--- src/rtl/rc5_key_expander.sv ---
// RC5 key-expansion engine: mixes the external S and L RAMs over 3*max(T,C) steps.
// Define KS_INIT_EN to also fill S with P_w + i*Q_w on chip before mixing.
module rc5_key_expander #(
    parameter  int W        = 32,
    parameter  int R        = 12,
    parameter  int C        = 4,
    localparam int T        = 2 * (R + 1),
    localparam int T_LENGTH = $clog2(T),
    // A single-word L table still needs a one-bit address port.
    localparam int C_LENGTH = (C > 1) ? $clog2(C) : 1,
    localparam int N        = 3 * ((T > C) ? T : C),
    localparam int LW       = $clog2(W)
) (
    input  logic                clk,
    input  logic                rst,
    input  logic                iStart,
    output logic                oBusy,
    output logic                oDone,
    output logic [T_LENGTH-1:0] oS_address,
    input  logic [W-1:0]        iS_data,
    output logic [W-1:0]        oS_data,
    output logic                oS_we,
    output logic [C_LENGTH-1:0] oL_address,
    input  logic [W-1:0]        iL_data,
    output logic [W-1:0]        oL_data,
    output logic                oL_we
);

    localparam int KW = $clog2(N);

`ifdef KS_INIT_EN
    localparam logic [63:0] P64 = (W == 16) ? 64'h0000_0000_0000_B7E1 :
                                  (W == 32) ? 64'h0000_0000_B7E1_5163 :
                                              64'hB7E1_5162_8AED_2A6B;
    localparam logic [63:0] Q64 = (W == 16) ? 64'h0000_0000_0000_9E37 :
                                  (W == 32) ? 64'h0000_0000_9E37_79B9 :
                                              64'h9E37_79B9_7F4A_7C15;
    localparam logic [W-1:0] P_W = P64[W-1:0];
    localparam logic [W-1:0] Q_W = Q64[W-1:0];
`endif

    typedef enum logic [2:0] {
        IDLE,
`ifdef KS_INIT_EN
        INIT,
`endif
        RD,
        MIX_S,
        MIX_L,
        ADV,
        DONE
    } state_t;

    state_t                state_q, state_d;
    logic [T_LENGTH-1:0]   i_q, i_d, i_next;
    logic [C_LENGTH-1:0]   j_q, j_d, j_next;
    logic [KW-1:0]         k_q, k_d;
    logic [W-1:0]          a_q, a_d, b_q, b_d;
    logic                  busy_q, busy_d, done_q, done_d;
    logic [T_LENGTH-1:0]   s_addr_q, s_addr_d;
    logic [C_LENGTH-1:0]   l_addr_q, l_addr_d;
    logic [W-1:0]          s_data_q, s_data_d, l_data_q, l_data_d;
    logic                  s_we_q, s_we_d, l_we_q, l_we_d;
    logic [W-1:0]          sum_ab, mix_s_val, mix_l_val;
`ifdef KS_INIT_EN
    logic [W-1:0]          acc_q, acc_d;
`endif

    // Doubling the word makes the upper half a left rotate; a shift of 0 is identity.
    function automatic logic [W-1:0] rotl(input logic [W-1:0] x, input logic [LW-1:0] s);
        logic [2*W-1:0] t;
        t = {x, x} << s;
        return t[2*W-1:W];
    endfunction

    always_comb begin
        sum_ab    = a_q + b_q;
        mix_s_val = rotl(iS_data + sum_ab, LW'(3));
        mix_l_val = rotl(iL_data + sum_ab, sum_ab[LW-1:0]);
        i_next    = (i_q == T_LENGTH'(T - 1)) ? '0 : i_q + T_LENGTH'(1);
        j_next    = (j_q == C_LENGTH'(C - 1)) ? '0 : j_q + C_LENGTH'(1);
    end

    always_comb begin
        state_d  = state_q;
        i_d      = i_q;
        j_d      = j_q;
        k_d      = k_q;
        a_d      = a_q;
        b_d      = b_q;
        busy_d   = busy_q;
        done_d   = 1'b0;
        s_addr_d = s_addr_q;
        l_addr_d = l_addr_q;
        s_data_d = s_data_q;
        l_data_d = l_data_q;
        s_we_d   = 1'b0;
        l_we_d   = 1'b0;
`ifdef KS_INIT_EN
        acc_d    = acc_q;
`endif
        case (state_q)
            IDLE: begin
                if (iStart) begin
                    busy_d   = 1'b1;
                    i_d      = '0;
                    j_d      = '0;
                    k_d      = '0;
                    a_d      = '0;
                    b_d      = '0;
                    s_addr_d = '0;
                    l_addr_d = '0;
`ifdef KS_INIT_EN
                    state_d  = INIT;
                    s_we_d   = 1'b1;
                    s_data_d = P_W;
                    acc_d    = P_W + Q_W;
`else
                    state_d  = RD;
`endif
                end
            end
`ifdef KS_INIT_EN
            // Outputs run one word ahead so each INIT cycle shows its own write.
            INIT: begin
                if (i_q == T_LENGTH'(T - 1)) begin
                    i_d      = '0;
                    s_addr_d = '0;
                    state_d  = RD;
                end else begin
                    i_d      = i_q + T_LENGTH'(1);
                    s_addr_d = i_q + T_LENGTH'(1);
                    s_data_d = acc_q;
                    s_we_d   = 1'b1;
                    acc_d    = acc_q + Q_W;
                end
            end
`endif
            RD: state_d = MIX_S;
            MIX_S: begin
                a_d      = mix_s_val;
                s_data_d = mix_s_val;
                s_we_d   = 1'b1;
                state_d  = MIX_L;
            end
            MIX_L: begin
                b_d      = mix_l_val;
                l_data_d = mix_l_val;
                l_we_d   = 1'b1;
                state_d  = ADV;
            end
            ADV: begin
                i_d      = i_next;
                j_d      = j_next;
                k_d      = k_q + KW'(1);
                s_addr_d = i_next;
                l_addr_d = j_next;
                state_d  = (k_q == KW'(N - 1)) ? DONE : RD;
            end
            DONE: begin
                done_d  = 1'b1;
                busy_d  = 1'b0;
                state_d = IDLE;
            end
            default: state_d = IDLE;
        endcase
    end

    always_ff @(posedge clk) begin
        if (rst) begin
            state_q  <= IDLE;
            i_q      <= '0;
            j_q      <= '0;
            k_q      <= '0;
            a_q      <= '0;
            b_q      <= '0;
            busy_q   <= 1'b0;
            done_q   <= 1'b0;
            s_addr_q <= '0;
            l_addr_q <= '0;
            s_data_q <= '0;
            l_data_q <= '0;
            s_we_q   <= 1'b0;
            l_we_q   <= 1'b0;
`ifdef KS_INIT_EN
            acc_q    <= '0;
`endif
        end else begin
            state_q  <= state_d;
            i_q      <= i_d;
            j_q      <= j_d;
            k_q      <= k_d;
            a_q      <= a_d;
            b_q      <= b_d;
            busy_q   <= busy_d;
            done_q   <= done_d;
            s_addr_q <= s_addr_d;
            l_addr_q <= l_addr_d;
            s_data_q <= s_data_d;
            l_data_q <= l_data_d;
            s_we_q   <= s_we_d;
            l_we_q   <= l_we_d;
`ifdef KS_INIT_EN
            acc_q    <= acc_d;
`endif
        end
    end

    assign oBusy      = busy_q;
    assign oDone      = done_q;
    assign oS_address = s_addr_q;
    assign oS_data    = s_data_q;
    assign oS_we      = s_we_q;
    assign oL_address = l_addr_q;
    assign oL_data    = l_data_q;
    assign oL_we      = l_we_q;

endmodule
--- config.mk ---
export PLATFORM = sky130hd
export DESIGN_NAME = rc5_key_expander
export DESIGN_NICKNAME = d
export VERILOG_FILES = /design/src/rtl/rc5_key_expander.sv
export SDC_FILE = /design/constraint.sdc
export NUM_CORES = 1
export LEC_CHECK = 0
export ABC_AREA = 1
export CAP_MARGIN = 5
export CORE_MARGIN = 1.5
export CORE_UTILIZATION = 58
export DETAILED_ROUTE_END_ITERATION = 8
export PLACE_DENSITY = 0.82
export SKIP_CTS_REPAIR_TIMING = 1
export SLEW_MARGIN = 40
export SYNTH_ARGS = -nofsm -noshare
export SYNTH_HDL_FRONTEND = slang
export SYNTH_SLANG_ARGS = --single-unit
--- constraint.sdc ---
create_clock -name clk -period 4.6 [get_ports clk]
set_input_delay 0.92 -clock clk [delete_from_list [all_inputs] [get_ports clk]]
set_output_delay 0.92 -clock clk [all_outputs]
set_load 0.02 [all_outputs]
==> impl_metrics.json, run 1 <==
{
  "die_y_um": 147,
  "fin_ws_ns": -0.393,
  "cts_buffer_depth": 2,
  "port_buffers": 141,
  "synth-xor-area-share": 0.0348,
  "cts_tree": "yes",
  "synthAdderAreaFrac": 0.110,
  "drive_gt1_frac": 0.224,
  "period_minus_slack_ns": 4.99,
  "combPwrFrac": 0.474,
  "grt_pass1_vias": 13195,
  "timing.max_cap.violations": 0,
  "synthFlopType": "dfxtp_1",
  "syn_avg_cell_area_um2": 6.36,
  "hold_path.class": "reg -> reg",
  "rsz0062_at_grt": "true",
  "synth.yosys.seq_area_share": 0.247,
  "synthCells": 1898,
  "first_pass_iters": 8,
  "synth_top_family_by_area": "simple AND/OR/NAND/NOR gates",
  "tns_ns": -17.93,
  "power_density_mw_per_mm2": 332,
  "swShare": 0.430,
  "cp_slowest_stage_delay_ns": 0.39,
  "start_util": 0.595,
  "die-area_mm2": 0.0217,
  "via_per_inst": 6.19,
  "async_flop_share": 0,
  "worstMarginPinSlew_ns": 0.898,
  "numPlacedInstances": 2366,
  "synth.distinct_cells": 53,
  "power.switching_mw": 2.36,
  "yosysTopAreaCell": "dfxtp_1",
  "synth-seq-cells": 149,
  "synth_common_cells": "nand2_1, nand3_1, a21oi_1",
  "yosys.area_share.simple": 0.351,
  "chipWidth_um": 147,
  "synth_most_common_cell": "nand2_1",
  "endpoint_kind": "flip-flop",
  "ioPinCount": 142,
  "relSlewSlack": 0.401,
  "syn-cell-area_mm2": 0.0121,
  "antenna_cells": 0,
  "drtAntennaViolNets": 0,
  "ir_drop_uv": 276,
  "p_clk_frac": 0.264,
  "layoutNonFillerInstCount": 2414,
  "yosysTopAreaCellShare": 0.247,
  "antenna_found_initial": 0,
  "internal_power_mw": 3.13,
  "critPathSlowestCell": "fa_2",
  "maxSlewViolCount": 0,
  "synth.mux.area_fraction": 0.00249,
  "total_power_mw": 5.48,
  "grt_pass1_wl_mm": 68.4,
  "grt_use_total": 0.402,
  "cp.arrival_ns": 5.26,
  "fin_crit_sh": 1.09,
  "overflow": 0,
  "hold_viol_final": 0,
  "post-place-ws_ns": -0.516,
  "cts.sinks": 149,
  "p_seq_frac": 0.261,
  "clock_skew_ns": 0.0126,
  "htreeDepth": 4,
  "synth_compound_area_frac": 0.177,
  "wl_per_cell_um": 19.8,
  "area_growth_pct": 36.7,
  "violations": "DRC, setup timing",
  "start_kind": "flip-flop",
  "ys_warn_count": 0,
  "leakage_nw": 7.52,
  "criticalPathCategory": "reg -> reg",
  "path_clk_slew_ns": 0.07,
  "coreArea_mm2": 0.0203,
  "fp-row-count": 52,
  "ys_top_cells_by_area": "dfxtp_1, nand2_1, nand3_1",
  "place.gp.congestion": 1.01,
  "first_iter_violations": 1867,
  "worst-path-buf-inv": 3,
  "vias": 14939,
  "cts-root-buf": "clkbuf_16",
  "required_ns": 4.87,
  "crit_fanout": 4,
  "critPathTopFamily": "simple AND/OR/NAND/NOR gates",
  "grt_max_degree": 82,
  "clk_latency_ns": 0.43,
  "setup_viol": 64,
  "synth_edf_count": 0,
  "drc_errors": 1,
  "wl_mm": 47.7,
  "max_freq_mhz": 200,
  "outcome": "complete, but fails checks",
  "nets": 2303,
  "hpwl_mm": 34.6,
  "cts-buffers-inserted": 17,
  "syn_nets": 2069
}
==> metrics by stage <==
stage | hold slack, ns | utilization | instance area, um2
after floorplan | 0.436 | - | 12100
after global placement | 0.451 | 0.713 | 14500
after detailed placement | 0.455 | 0.713 | 14500
after CTS | 0.465 | 0.742 | 15100
after global routing | 0.481 | 0.813 | 16500
final | 0.464 | 0.813 | 16500
==> cells in the final DEF, fill, tap and decap left out, types with 4 or more instances in the layout <==
| cell | synthesis | final |
|---|---|---|
| nand2_1 | 482 | 433 |
| nand2_2 | 9 | 52 |
| inv_1 | 165 | 154 |
| o21ai_2 | 5 | 13 |
| o21a_1 | 5 | 5 |
| ha_4 | 0 | 9 |
| nand3b_1 | 10 | 10 |
| ha_1 | 101 | 92 |
| nand3_4 | 0 | 8 |
| o21bai_1 | 5 | 4 |
| nor2_1 | 102 | 89 |
| nor2_2 | 3 | 11 |
| a21oi_2 | 5 | 35 |
| or2_2 | 5 | 5 |
| inv_2 | 1 | 11 |
| xnor2_2 | 0 | 4 |
| nand2_4 | 1 | 7 |
| xor2_1 | 26 | 23 |
| nor3_1 | 18 | 11 |
| nor2_4 | 0 | 5 |
| a31oi_1 | 7 | 6 |
| nand3_1 | 304 | 188 |
| nand3_2 | 5 | 113 |
| dfxtp_2 | 0 | 4 |
| o21ai_1 | 7 | 15 |
| o211ai_1 | 12 | 12 |
| dfxtp_1 | 149 | 145 |
| clkdlybuf4s50_1 | 0 | 140 |
| inv_6 | 0 | 5 |
| clkbuf_16 | 0 | 17 |
| nand4_1 | 16 | 16 |
| buf_4 | 4 | 140 |
| o21ai_0 | 66 | 50 |
| nor3_2 | 0 | 5 |
| a21oi_1 | 252 | 219 |
| xnor2_1 | 22 | 17 |
| a221oi_1 | 5 | 5 |
==> worst reg2reg max path: cells and delay by family, from the launching register on <==
kind                     cells  cell delay [ns]
buffers and inverters        3             0.35
AO/OA/AOI/OAI                8             1.24
flip-flops                   1             0.34
XOR/XNOR                     1             0.28
adder cells (fa/ha/maj)      3             0.83
AND/OR/NAND/NOR             15             1.77
==> cells by family after synthesis <==
family / Yosys count
DFF: 149
and+or+nand+nor: 969
muxes: 3
adders and majority gates: 104
xor gates and xnor gates: 48
buffers and inverters: 236
AOI/OAI and AO/OA: 389
==> layer usage <==
metal  wire length (um)  vias up  track usage
li1                   -     6921            -
met1              18800     6850        0.523
met2              20900      949        0.633
met3               5060      219       0.0953
met4               2910        0        0.178
met5                  0        -            0
==> registers in the layout, summed over array words and instances (netlist names), 2 cells and up <==
register / cells
oS_data: 32
k_q: 7
oS_address: 5
oL_address: 2
oL_data: 32
a_q: 32
state_q: 3
b_q: 32
==> worst paths after layout <==
path	endpoint	startpoint	cells after the start	slack (ns)
worst max register to register	oL_data[27]$_SDFFE_PP0P_	a_q[0]$_SDFFE_PP0P_	30	-0.39
worst min-delay path	oS_data[30]$_SDFFE_PP0P_	oS_data[30]$_SDFFE_PP0P_	2	0.46
worst min register to register	oS_data[30]$_SDFFE_PP0P_	oS_data[30]$_SDFFE_PP0P_	2	0.46
worst max-delay path	oL_data[27]$_SDFFE_PP0P_	a_q[0]$_SDFFE_PP0P_	30	-0.39
==> power by group through the flow <==
stage	clock [mW]	combinational [mW]	sequential, mW
after floorplan	0	1.35	1.49
after global placement	0	2.10	1.45
after detailed placement	0	2.14	1.45
after CTS	1.43	2.15	1.43
after global routing	1.50	2.78	1.44
final	1.45	2.60	1.43
==> cell type report <==
cell class                      instances  area, um2
Inverter                              169        637
Sequential cell                       149       2990
Clock buffer                           17        425
Fill cell                            1462       3790
Timing Repair Buffer                  282       2470
Clock inverter                         14        165
Tap cell                              270        338
Multi-Input combinational cell       1513       9480
(Power assumes the default switching activity.)
==> run 2, diff against run 1 <==
--- a/config.mk
+++ b/config.mk
@@ -7,10 +7,12 @@
 export LEC_CHECK = 0
 export ABC_AREA = 1
 export CAP_MARGIN = 5
+export CELL_PAD_IN_SITES_DETAIL_PLACEMENT = 2
+export CELL_PAD_IN_SITES_GLOBAL_PLACEMENT = 2
 export CORE_MARGIN = 1.5
-export CORE_UTILIZATION = 58
+export CORE_UTILIZATION = 31
 export DETAILED_ROUTE_END_ITERATION = 8
-export PLACE_DENSITY = 0.82
+export PLACE_DENSITY_LB_ADDON = 0.1
 export SKIP_CTS_REPAIR_TIMING = 1
 export SLEW_MARGIN = 40
 export SYNTH_ARGS = -nofsm -noshare
==> constraint.sdc (replaced) <==
create_clock -name clk -period 5.5 [get_ports clk]
set_input_delay 1.1 -clock clk [delete_from_list [all_inputs] [get_ports clk]]
set_output_delay 1.1 -clock clk [all_outputs]
set_load 0.02 [all_outputs]
==> run 2 against run 1 <==
Net effect:
- the run now ends clean
- critical path depth rose by 1
- setup slack gained 0.76 ns
- non-clock buffer count decreased by 115
- via count fell by 7.5%
- first-iteration DRC count down 69%
- die area grew 85%
- count of clock-buffer cells in the layout is 2 higher
- fmax down 2.8%
- critical path type unchanged
==> impl_metrics.json, run 2 (synthesis gave the netlist of run 1 again) <==
{
  "start_kind": "flip-flop",
  "power_density_mw_per_mm2": 291,
  "grt_pass1_wl_mm": 86.3,
  "tns_ns": 0,
  "post-route-util": 0.385,
  "criticalPathCategory": "reg -> reg",
  "chipWidth_um": 200,
  "critPathSlowestCell": "fa_2",
  "cts-root-buf": "clkbuf_16",
  "max_freq_mhz": 195,
  "mostFrequentLayoutCells": "nand2_1, nand3_1, a21oi_1",
  "numPlacedInstances": 2514,
  "crit_top_cell": "nand3_1",
  "leakage_nw": 6.62,
  "fin_crit_sh": 0.934,
  "die_y_um": 200,
  "endpoint_kind": "flip-flop",
  "drtAntennaViolNets": 0,
  "hold_viol_final": 0,
  "start_util": 0.313,
  "place.gp.congestion": 0.893,
  "grt_use_total": 0.278,
  "wl_mm": 56.5,
  "port_buffers": 141,
  "setup_viol": 0,
  "grt_max_degree": 96,
  "cts_tree": "yes",
  "fp-row-count": 72,
  "first_pass_iters": 5,
  "area_growth_pct": 23.0,
  "hold_path.class": "reg -> reg",
  "period_minus_slack_ns": 5.14,
  "rsz0062_at_grt": "false",
  "clock_skew_ns": 0.0118,
  "drive_gt1_frac": 0.0729,
  "ir_drop_uv": 229,
  "antenna_cells": 0,
  "multi_input_area_mm2": 0.00837,
  "path_clk_slew_ns": 0.06,
  "layoutNonFillerInstCount": 2548,
  "via_per_inst": 5.43,
  "htreeDepth": 4,
  "cp.arrival_ns": 5.50,
  "fillCellCount": 4705,
  "required_ns": 5.87,
  "cp_slowest_stage_delay_ns": 0.38,
  "hpwl_mm": 46.0,
  "cts.sinks": 149,
  "overflow": 0,
  "die-area_mm2": 0.0401,
  "cts-buffers-inserted": 17,
  "grt_pass1_vias": 14616,
  "layout.area.seq_mm2": 0.00299,
  "ff2ff_setup_slack_ns": 0.36,
  "wl_per_cell_um": 22.2,
  "drc_errors": 0,
  "crit_fanout": 5,
  "cts_buffer_depth": 2,
  "relSlewSlack": 0.496,
  "outcome": "finished clean",
  "first_iter_violations": 574,
  "nets": 2188,
  "antenna_found_initial": 0,
  "coreArea_mm2": 0.0386,
  "clk_latency_ns": 0.44,
  "total_power_mw": 4.31,
  "mostFrequentLayoutCell": "nand2_1",
  "timing.hold.ws_ns": 0.466,
  "ioPinCount": 142,
  "vias": 13825,
  "worstMarginPinSlew_ns": 0.756,
  "maxSlewViolCount": 0,
  "timing.max_cap.violations": 0
}
-- run 2: cell type report --
| type | instances | area share |
|---|---|---|
| repair buffers | 167 | 0.108 |
| flip-flops and latches | 149 | 0.201 |
| clock buffers | 19 | 0.0292 |
| multi-input cells | 1513 | 0.564 |
| inverters | 169 | 0.0427 |
| clock inverters | 13 | 0.0115 |
| well taps | 518 | 0.0436 |
-- run 2: path summary, 6_finish.rpt --
kind / start / to / cells after the start
worst max-delay path: a_q[0]$_SDFFE_PP0P_ / b_q[28]$_SDFFE_PP0P_ / 31
worst min-delay path: oS_data[17]$_SDFFE_PP0P_ / oS_data[17]$_SDFFE_PP0P_ / 2
worst max register to register: a_q[0]$_SDFFE_PP0P_ / b_q[28]$_SDFFE_PP0P_ / 31
worst min register to register: oS_data[17]$_SDFFE_PP0P_ / oS_data[17]$_SDFFE_PP0P_ / 2
-- run 2: worst max-delay path, delay by kind of cell (launching register included) --
kind	cells	cell delay [ns]
AOI/OAI and AO/OA	7	1.15
and+or+nand+nor	17	2.10
buffers and inverters	3	0.34
DFF	1	0.32
adders and majority gates	3	0.98
xor gates and xnor gates	1	0.17
-- run 2: stage by stage --
step                cell area (um2)  worst slack, ns
floorplan                     12100             1.42
global placement              14000          -0.0480
detailed placement            14000          -0.0773
CTS                           14600           -0.163
global route                  14900          0.00236
finish                        14900            0.364
-- run 2: per-layer routing --
layer | track usage | part of all wire
met1 | 0.379 | 0.48
met2 | 0.462 | 0.46
met3 | 0.0306 | 0.031
met4 | 0.0811 | 0.027
met5 | 0 | 0
-- run 2: where the power goes --
part	internal [mW]	total (mW)	switching (mW)
registers	1.15	1.20	0.0535
logic	0.601	1.88	1.28
clock network	0.722	1.24	0.515
total	2.47	4.31	1.85
